### config.mk
export PLATFORM = sky130hd
export DESIGN_NAME = flit_receiver_flat
export DESIGN_NICKNAME = d
export VERILOG_FILES = /design/src/rtl/flit_receiver_if.sv /design/src/rtl/flit_receiver.sv /design/src/flat_wrapper.sv
export SDC_FILE = /design/constraint.sdc
export NUM_CORES = 1
export LEC_CHECK = 0
export CORE_ASPECT_RATIO = 0.6
export CORE_MARGIN = 5
export CORE_UTILIZATION = 40
export DETAILED_ROUTE_END_ITERATION = 16
export HOLD_SLACK_MARGIN = 0.08
export PLACE_DENSITY = 0.66
export SETUP_SLACK_MARGIN = 0.3
export SYNTH_ARGS = -nofsm -noshare
export SYNTH_HDL_FRONTEND = slang
export SYNTH_SLANG_ARGS = --single-unit
### constraint.sdc
create_clock -name clk -period 4.2 [get_ports clk]
set_input_delay 0.42 -clock clk [delete_from_list [all_inputs] [get_ports clk]]
set_output_delay 0.42 -clock clk [all_outputs]
set_load 0.01 [all_outputs]
### src/rtl/flit_receiver_if.sv
// Handshake bundle for the flit receiver: a byte stream enters, assembled flits leave.
// The receiver uses the slave modport; whoever feeds bytes and takes flits uses master.
interface flit_receiver_if #(
  parameter int FLIT_BYTES = 8
);
  logic                    in_valid;
  logic                    in_ready;
  logic [7:0]              in_data;
  logic                    out_valid;
  logic                    out_ready;
  logic [FLIT_BYTES*8-1:0] out_flit;

  modport slave (
    input  in_valid, in_data, out_ready,
    output in_ready, out_valid, out_flit
  );

  modport master (
    output in_valid, in_data, out_ready,
    input  in_ready, out_valid, out_flit
  );
endinterface

### src/rtl/flit_receiver.sv
// Byte-to-flit receiver: assembles FLIT_BYTES-byte flits, checks the additive
// checksum, drops partial flits on an inter-byte timeout, and holds good flits for the packet layer.
//
// state  | meaning
// -------+------------------------------------------------------------
// S_RECV | collecting bytes; in_ready=1; inter-byte timer runs mid-flit
// S_HOLD | good flit presented; in_ready=0, out_valid=1; no timeout
module flit_receiver #(
  parameter int FLIT_BYTES     = 8,
  parameter int TIMEOUT_CYCLES = 16
) (
  input  logic           clk,
  input  logic           rst,
  flit_receiver_if.slave bus,
  output logic           err_checksum,
  output logic           err_timeout,
  output logic [15:0]    good_count
);

  localparam int IDX_W = $clog2(FLIT_BYTES);
  localparam int CNT_W = $clog2(TIMEOUT_CYCLES + 1);
  localparam logic [IDX_W-1:0] LAST_IDX = IDX_W'(FLIT_BYTES - 1);
  // Expiry is decided in the idle cycle that would bring the count to TIMEOUT_CYCLES.
  localparam logic [CNT_W-1:0] TMO_LAST = CNT_W'(TIMEOUT_CYCLES - 1);

  typedef enum logic {
    S_RECV = 1'b0,
    S_HOLD = 1'b1
  } state_e;

  state_e                  state_q, state_d;
  logic [IDX_W-1:0]        idx_q, idx_d;
  logic [7:0]              sum_q, sum_d;
  logic [CNT_W-1:0]        tmo_q, tmo_d;
  logic [FLIT_BYTES*8-1:0] flit_q, flit_d;
  logic                    err_cks_q, err_cks_d;
  logic                    err_tmo_q, err_tmo_d;
  logic [15:0]             good_q, good_d;

  logic                    accept;
  logic [7:0]              sum_next;
  logic                    last_byte;
  logic                    flit_good;

  assign bus.in_ready  = (state_q == S_RECV) && !rst;
  assign bus.out_valid = (state_q == S_HOLD);
  assign bus.out_flit  = flit_q;
  assign err_checksum  = err_cks_q;
  assign err_timeout   = err_tmo_q;
  assign good_count    = good_q;

  assign accept    = bus.in_valid && bus.in_ready;
  assign sum_next  = sum_q + bus.in_data;
  assign last_byte = (idx_q == LAST_IDX);
  assign flit_good = (sum_next == 8'h00);

  always_comb begin
    state_d   = state_q;
    idx_d     = idx_q;
    sum_d     = sum_q;
    tmo_d     = tmo_q;
    flit_d    = flit_q;
    good_d    = good_q;
    err_cks_d = 1'b0;
    err_tmo_d = 1'b0;

    unique case (state_q)
      S_RECV: begin
        if (accept) begin
          flit_d[idx_q*8 +: 8] = bus.in_data;
          tmo_d                = '0;
          if (last_byte) begin
            idx_d = '0;
            sum_d = 8'h00;
            if (flit_good) begin
              state_d = S_HOLD;
            end else begin
              err_cks_d = 1'b1;
            end
          end else begin
            idx_d = idx_q + IDX_W'(1);
            sum_d = sum_next;
          end
        end else if (idx_q == '0) begin
          tmo_d = '0;
        end else if (tmo_q == TMO_LAST) begin
          idx_d     = '0;
          sum_d     = 8'h00;
          tmo_d     = '0;
          err_tmo_d = 1'b1;
        end else begin
          tmo_d = tmo_q + CNT_W'(1);
        end
      end

      S_HOLD: begin
        if (bus.out_ready) begin
          state_d = S_RECV;
          good_d  = good_q + 16'd1;
        end
      end

      default: state_d = S_RECV;
    endcase
  end

  always_ff @(posedge clk) begin
    if (rst) begin
      state_q   <= S_RECV;
      idx_q     <= '0;
      sum_q     <= 8'h00;
      tmo_q     <= '0;
      flit_q    <= '0;
      err_cks_q <= 1'b0;
      err_tmo_q <= 1'b0;
      good_q    <= 16'h0000;
    end else begin
      state_q   <= state_d;
      idx_q     <= idx_d;
      sum_q     <= sum_d;
      tmo_q     <= tmo_d;
      flit_q    <= flit_d;
      err_cks_q <= err_cks_d;
      err_tmo_q <= err_tmo_d;
      good_q    <= good_d;
    end
  end

endmodule

### src/flat_wrapper.sv
// flat-port wrapper written by rule: the top's interface ports become plain ports
module flit_receiver_flat 
#(
  parameter int FLIT_BYTES     = 8,
  parameter int TIMEOUT_CYCLES = 16
)
  (clk, rst, err_checksum, err_timeout, good_count, bus_in_valid, bus_in_data, bus_out_ready, bus_in_ready, bus_out_valid, bus_out_flit);
  flit_receiver_if #(.FLIT_BYTES(FLIT_BYTES)) bus_i ();
  input  logic clk;
  input  logic rst;
  output logic err_checksum;
  output logic err_timeout;
  output logic [15:0] good_count;
  input wire logic [$bits(bus_i.in_valid)-1:0] bus_in_valid;
  input wire logic [$bits(bus_i.in_data)-1:0] bus_in_data;
  input wire logic [$bits(bus_i.out_ready)-1:0] bus_out_ready;
  output wire logic [$bits(bus_i.in_ready)-1:0] bus_in_ready;
  output wire logic [$bits(bus_i.out_valid)-1:0] bus_out_valid;
  output wire logic [$bits(bus_i.out_flit)-1:0] bus_out_flit;
  assign bus_i.in_valid = bus_in_valid;
  assign bus_i.in_data = bus_in_data;
  assign bus_i.out_ready = bus_out_ready;
  assign bus_in_ready = bus_i.in_ready;
  assign bus_out_valid = bus_i.out_valid;
  assign bus_out_flit = bus_i.out_flit;
  flit_receiver #(.FLIT_BYTES(FLIT_BYTES), .TIMEOUT_CYCLES(TIMEOUT_CYCLES)) u_core (.clk(clk), .rst(rst), .bus(bus_i), .err_checksum(err_checksum), .err_timeout(err_timeout), .good_count(good_count));
endmodule
Word-level counts from Yosys, hierarchy flattened
Index checks and enable logic that the tools add are counted.
{"block": "word_totals", "word_cells": 51, "inputBits": 12, "reg_bits": 99, "output_inout_bits": 84}
{"block": "op_classes", "muxes": 19, "bitwise": 3, "n_addsub": 5, "shift": 2, "eq_ne": 3, "n_reduce_logical": 11}
{"operator": "$bwmux 64", "count": 1}
{"operator": "$shift 8x34->64 const A", "count": 1}
{"operator": "$shiftx 8x34->64", "count": 1}
{"operator": "$neg 6->34", "count": 1}
{"operator": "$mux 8", "count": 4}
{"operator": "$add 16x1->16 const B", "count": 1}
{"operator": "$mux 5", "count": 3}
{"operator": "$mux 3", "count": 4}
{"operator": "$add 8x8->8", "count": 1}
{"operator": "$logic_not 8->1", "count": 1}
{"operator": "$reduce_or 4->1", "count": 2}
{"operator": "$mux 1", "count": 6}
{"operator": "$add 5x1->5 const B", "count": 1}
{"operator": "$eq 5x4->1 const B", "count": 1}
{"operator": "$reduce_and 2->1", "count": 2}
{"operator": "$add 3x1->3 const B", "count": 1}
{"operator": "$eq 3x3->1 const B", "count": 1}
{"operator": "$logic_not 3->1", "count": 1}
{"operator": "$not 1->1", "count": 3}
{"operator": "$reduce_and 3->1", "count": 1}
{"operator": "$logic_and 1x1->1", "count": 2}
{"operator": "$ne 2x1->1 const B", "count": 1}
{"operator": "$pmux 1 s2", "count": 1}
{"operator": "$reduce_bool 2->1", "count": 1}
{"operator": "$logic_not 1->1", "count": 1}

Longest topological paths before layout
{"block": "depth", "ltp_word": 6, "ltp_mapped": 9, "ltp_nobuf": 8}

Least setup slack after synthesis
OpenSTA, ideal clock, no wires.
{"block": "synth_timing", "kind": "flip-flop to flip-flop", "from": "reg u_core.idx_q[0]", "to": "reg u_core.flit_q[24], in the netlist u_core.bus.out_flit[24]", "period_less_slack_ns": 2.245, "t_required_ns": 4.072, "n_path_buf": 1, "setup_ns": 0.128, "setup_slack_ns": 1.955, "path_stages_with_launch": 9, "arrival_time_ns": 2.117, "cell_sequence": "dfxtp_1 > inv_1 > ha_1 > ha_1 > clkbuf_1 > nand3b_1 > nor3_4 > mux2i_1 > nor2_1"}
{"block": "synth_via", "elab_chain_cells": 3, "word_cells_on_any_way": 4, "classes_between": "1 x add/sub; 2 x shift; 1 x mux"}
{"element": "start, declared", "line": "flit_receiver.sv:32", "text": "logic [IDX_W-1:0] idx_q, idx_d;"}
{"element": "start signal, assigned", "line": "flit_receiver.sv:119", "text": "idx_q <= idx_d;"}
{"element": "$neg 6->34 (*)", "line": "flit_receiver.sv:70", "text": "flit_d[idx_q*8 +: 8] = bus.in_data;"}
{"element": "$shiftx 8x34->64 or $shift 8x34->64 (tied branches)", "line": "flit_receiver.sv:70"}
{"element": "$bwmux 64 (*)", "line": "flit_receiver.sv:70"}
{"element": "end signal, assigned", "line": "flit_receiver.sv:122", "text": "flit_q <= flit_d;"}
{"element": "end, declared", "line": "flit_receiver.sv:35", "text": "logic [FLIT_BYTES*8-1:0] flit_q, flit_d;"}
Every way passes the cells marked *; elsewhere a longest branch is shown, timed or not.
A chain may end at the register's enable or synchronous reset.

Worst setup path after layout
{"block": "layout_timing", "from": "reg u_core.idx_q[0]", "to": "reg u_core.flit_q[48], in the netlist u_core.bus.out_flit[48]"}
The elaborated chain is that of the path after synthesis.

==> results.sh <==
export IMPL_status="finished clean"
export IMPL_ant_nets=0
export IMPL_cts_setup_buffers=0
export IMPL_hpwl_um=8110
export IMPL_cp_slowest_cell="nor2_1"
export IMPL_reg2reg_to="u_core.bus.out_flit[48]$_SDFFE_PP0P_"
export IMPL_cts_sinks=99
export IMPL_setup_viol=0
export IMPL_drt_pass1_iterations=5
export IMPL_htreeDepth=3
export IMPL_fin_ws_ps=1320
export IMPL_p_seq_share_pct=46.5
export IMPL_postSynth_asyncResetShare_pct=0
export IMPL_p_per_area_mw_per_mm2=364
export IMPL_arrival_ps=3080
export IMPL_core_area_sq_mm=0.0105
export IMPL_grt_overflow_total=0
export IMPL_num_vias=3632
export IMPL_grt_pass1_vias=3352
export IMPL_fillers=920
export IMPL_switching_share_pct=22.4
export IMPL_cts_buffer_depth=2
export IMPL_hold_violations=0
export IMPL_layout_cells_non_filler=692
export IMPL_drc=0
export IMPL_r2r_cells=9
export IMPL_grt_max_degree=71
export IMPL_ff2ff_setup_slack_ps=1320
export IMPL_power_frac_clock_pct=45.4
export IMPL_io_pin_count=96
export IMPL_hold_depth=2
export IMPL_grt_antenna_before_repair=0
export IMPL_hp_class="reg2reg"
export IMPL_routed_via_density=5.25
export IMPL_tns_ps=0
export IMPL_top_layer="met4"
export IMPL_dr_wl_met2_um=4610
export IMPL_wirelength_um=11200
export IMPL_internal_power_mw=1.60
export IMPL_cp_cell_sequence="inv_1, ha_1, ha_1, nor2_1, a21boi_1, nor3b_1, buf_4, mux2i_1, nor2_1"
export IMPL_synthCells=460
export IMPL_slew_violations=0
export IMPL_start_util_pct=40.7
export IMPL_placementRows=29
export IMPL_pre_cts_slack_ps=1070
export IMPL_synth_edff_count=0
export IMPL_numPortBuffers=95
export IMPL_maxCapViolations=0
export IMPL_synth_seq_area_share_pct=46.5
export IMPL_clk_pin_slew_ps=70
export IMPL_synth_distinct_cells=49
export IMPL_synth_warnings=0
export IMPL_grt_usage_pct=17.3
export IMPL_syn2layout_area_growth_pct=32.2
export IMPL_r2r_start="u_core.idx_q[0]$_SDFFE_PP0P_"
export IMPL_worst_slew_pin_slew_ps=870
export IMPL_yosys_register_bits=99
export IMPL_worst_path_buf_inv=2
export IMPL_fin_crit_ps=2880
export IMPL_ir_drop_mv=0.208
export IMPL_cts_resized=0
export IMPL_synth_avg_cell_area_sq_um=9.28
export IMPL_die_w_um=143
export IMPL_crit_family="simple AND/OR/NAND/NOR gates"
export IMPL_dr_wl_met3_um=883
export IMPL_holdCritStartpoint="u_core.bus.out_flit[62]$_SDFFE_PP0P_"
export IMPL_gp_congestion=0.882
export IMPL_worstSetupEndpoint="u_core.bus.out_flit[48]$_SDFFE_PP0P_"
export IMPL_drive_gt1_share_pct=5.61
export IMPL_dr_first_iter_drc_count=312
export IMPL_dp_cells=676
export IMPL_rsz0062_at_grt="false"
export IMPL_relSlewSlack_pct=41.8
export IMPL_crit_type="reg2reg"
export IMPL_cts_tree="yes"
export IMPL_clk_latency_ps=340
export IMPL_finalCritPeriodShare_pct=68.5
export IMPL_dominantRegCellSynth="dfxtp_1"
export IMPL_clockRootBuffer="clkbuf_16"
export IMPL_startpoint="u_core.idx_q[0]$_SDFFE_PP0P_"
export IMPL_fmax_ghz=0.347
export IMPL_grt_pass1_wl_um=17800
export IMPL_syn_nets=486
export IMPL_numCtsBuffers=9
export IMPL_start_kind="register"
export IMPL_path_max_fanout=9
export IMPL_fp_dieH_um=90
export IMPL_max_stage_delay_ps=470
export IMPL_required_ps=4400
export IMPL_power_frac_comb_pct=8.1
export IMPL_die_area_sq_mm=0.0129
export IMPL_power_switching_mw=0.459
export IMPL_worstSetupPathDepth=9
export IMPL_syn_cell_area_sq_mm=0.00427
export IMPL_leakage_nw=2.16
export IMPL_wl_per_cell_um=16.3
export IMPL_clock_skew_ps=6.29
export IMPL_hold_buffers=0
export IMPL_layout_nets=574
export IMPL_antenna_cells_inserted=0
export IMPL_worst_setup_path_end_kind="register"
export IMPL_wl_met1_um=5720
metrics by stage:
stage | power (mW) | util [%] | hold WS (ps) | area [sq um]
after global placement | 1.14 | 50.5 | 448 | 5300
after detailed placement | 1.14 | 50.5 | 454 | 5300
after global routing | 2.14 | 53.8 | 485 | 5640
after CTS | 2.07 | 53.8 | 464 | 5640
after floorplan | 1.09 | - | 440 | 4270
final | 2.05 | 53.8 | 463 | 5640
placed cells by master, fill, tap and decap left out, types with 6 or more instances in the layout:
master	netlist	layout
a22oi_1	8	8
dfxtp_1	99	99
clkdlybuf4s50_1	0	94
xor2_1	13	13
nand2_1	33	33
nor3b_1	8	8
or3_1	7	7
ha_1	13	13
and2_1	9	9
o21ai_0	18	18
clkbuf_16	0	9
mux2i_1	49	49
nand3_1	15	15
nor3_1	6	6
nor2_1	82	82
and3_1	6	6
a21oi_1	29	29
metal layers:
metal | up-vias | GRT usage (%)
li1 | 1779 | -
met1 | 1726 | 25.9
met2 | 125 | 24.0
met3 | 2 | 6.63
met4 | 0 | 2.19
met5 | - | 0
worst register-to-register path: stages, from the launching register on:
cell	delay (ps)
dfxtp_1	450
inv_1	120
ha_1	210
ha_1	270
nor2_1	470
a21boi_1	390
nor3b_1	280
buf_4	250
mux2i_1	220
nor2_1	60
synth_stat cells (all sizes together), types with 2 or more instances:
| cell | number | area, sq um |
|---|---|---|
| a211oi | 2 | 20.0 |
| a21oi | 29 | 145 |
| a22oi | 8 | 60.1 |
| and2 | 9 | 56.3 |
| and3 | 6 | 37.5 |
| buf | 9 | 61.3 |
| clkbuf | 11 | 41.3 |
| dfxtp | 99 | 1980 |
| ha | 13 | 163 |
| inv | 4 | 15.0 |
| mux2i | 49 | 490 |
| nand2 | 34 | 130 |
| nand2b | 3 | 18.8 |
| nand3 | 17 | 95.1 |
| nand4 | 4 | 31.3 |
| nand4b | 2 | 17.5 |
| nor2 | 85 | 340 |
| nor2b | 2 | 12.5 |
| nor3 | 8 | 56.3 |
| nor3b | 9 | 72.6 |
| nor4b | 4 | 35.0 |
| o21ai | 18 | 90.1 |
| or3 | 7 | 43.8 |
| or3b | 2 | 17.5 |
| xnor2 | 3 | 26.3 |
| xor2 | 13 | 114 |
cells by family (layout without fill, tap and decap cells):
logic type	Yosys count	after routing	share of synthesized area, %
compound gates	64	64	8.80
fa+ha+maj	14	14	4.28
mux	49	49	11.5
flops	99	99	46.5
xor+xnor	16	16	3.28
simple gates	194	194	22.9
buf+inv	24	117	2.76
area by class of cell:
class,count,area (sq um),area share (%)
clock buffers,10,229,4.06
inverters,4,15.0,0.266
repair buffers,97,961,17.0
clock inverters,6,111,1.97
well taps,139,174,3.08
flip-flops and latches,99,1980,35.1
multi-input cells,337,2170,38.4
flip-flops by register name (all words and copies together), names as in the netlist:
name / cells
u_core.bus.out_flit: 64
u_core.idx_q: 3
u_core.bus.out_valid: 1
u_core.err_checksum: 1
u_core.sum_q: 8
u_core.tmo_q: 5
u_core.err_timeout: 1
u_core.good_count: 16
worst min path at each step:
stage | end | slack, ps
4_1_cts | u_core.bus.out_flit[63]$_SDFFE_PP0P_ | 460
2_1_floorplan | u_core.sum_q[6]$_SDFFE_PP0P_ | 440
5_1_grt | u_core.sum_q[6]$_SDFFE_PP0P_ | 490
6_report | u_core.bus.out_flit[62]$_SDFFE_PP0P_ | 460
3_3_place_gp | u_core.bus.out_flit[62]$_SDFFE_PP0P_ | 450
3_5_place_dp | u_core.bus.out_flit[63]$_SDFFE_PP0P_ | 450
power groups by stage:
stage | sequential (mW) | clock (mW) | combinational, mW
floorplan | 0.978 | 0 | 0.109
global placement | 0.978 | 0 | 0.160
detailed placement | 0.978 | 0 | 0.164
CTS | 0.956 | 0.953 | 0.165
global route | 0.957 | 1.00 | 0.182
finish | 0.956 | 0.933 | 0.166
No activity file was read; power rests on OpenSTA's default activity.
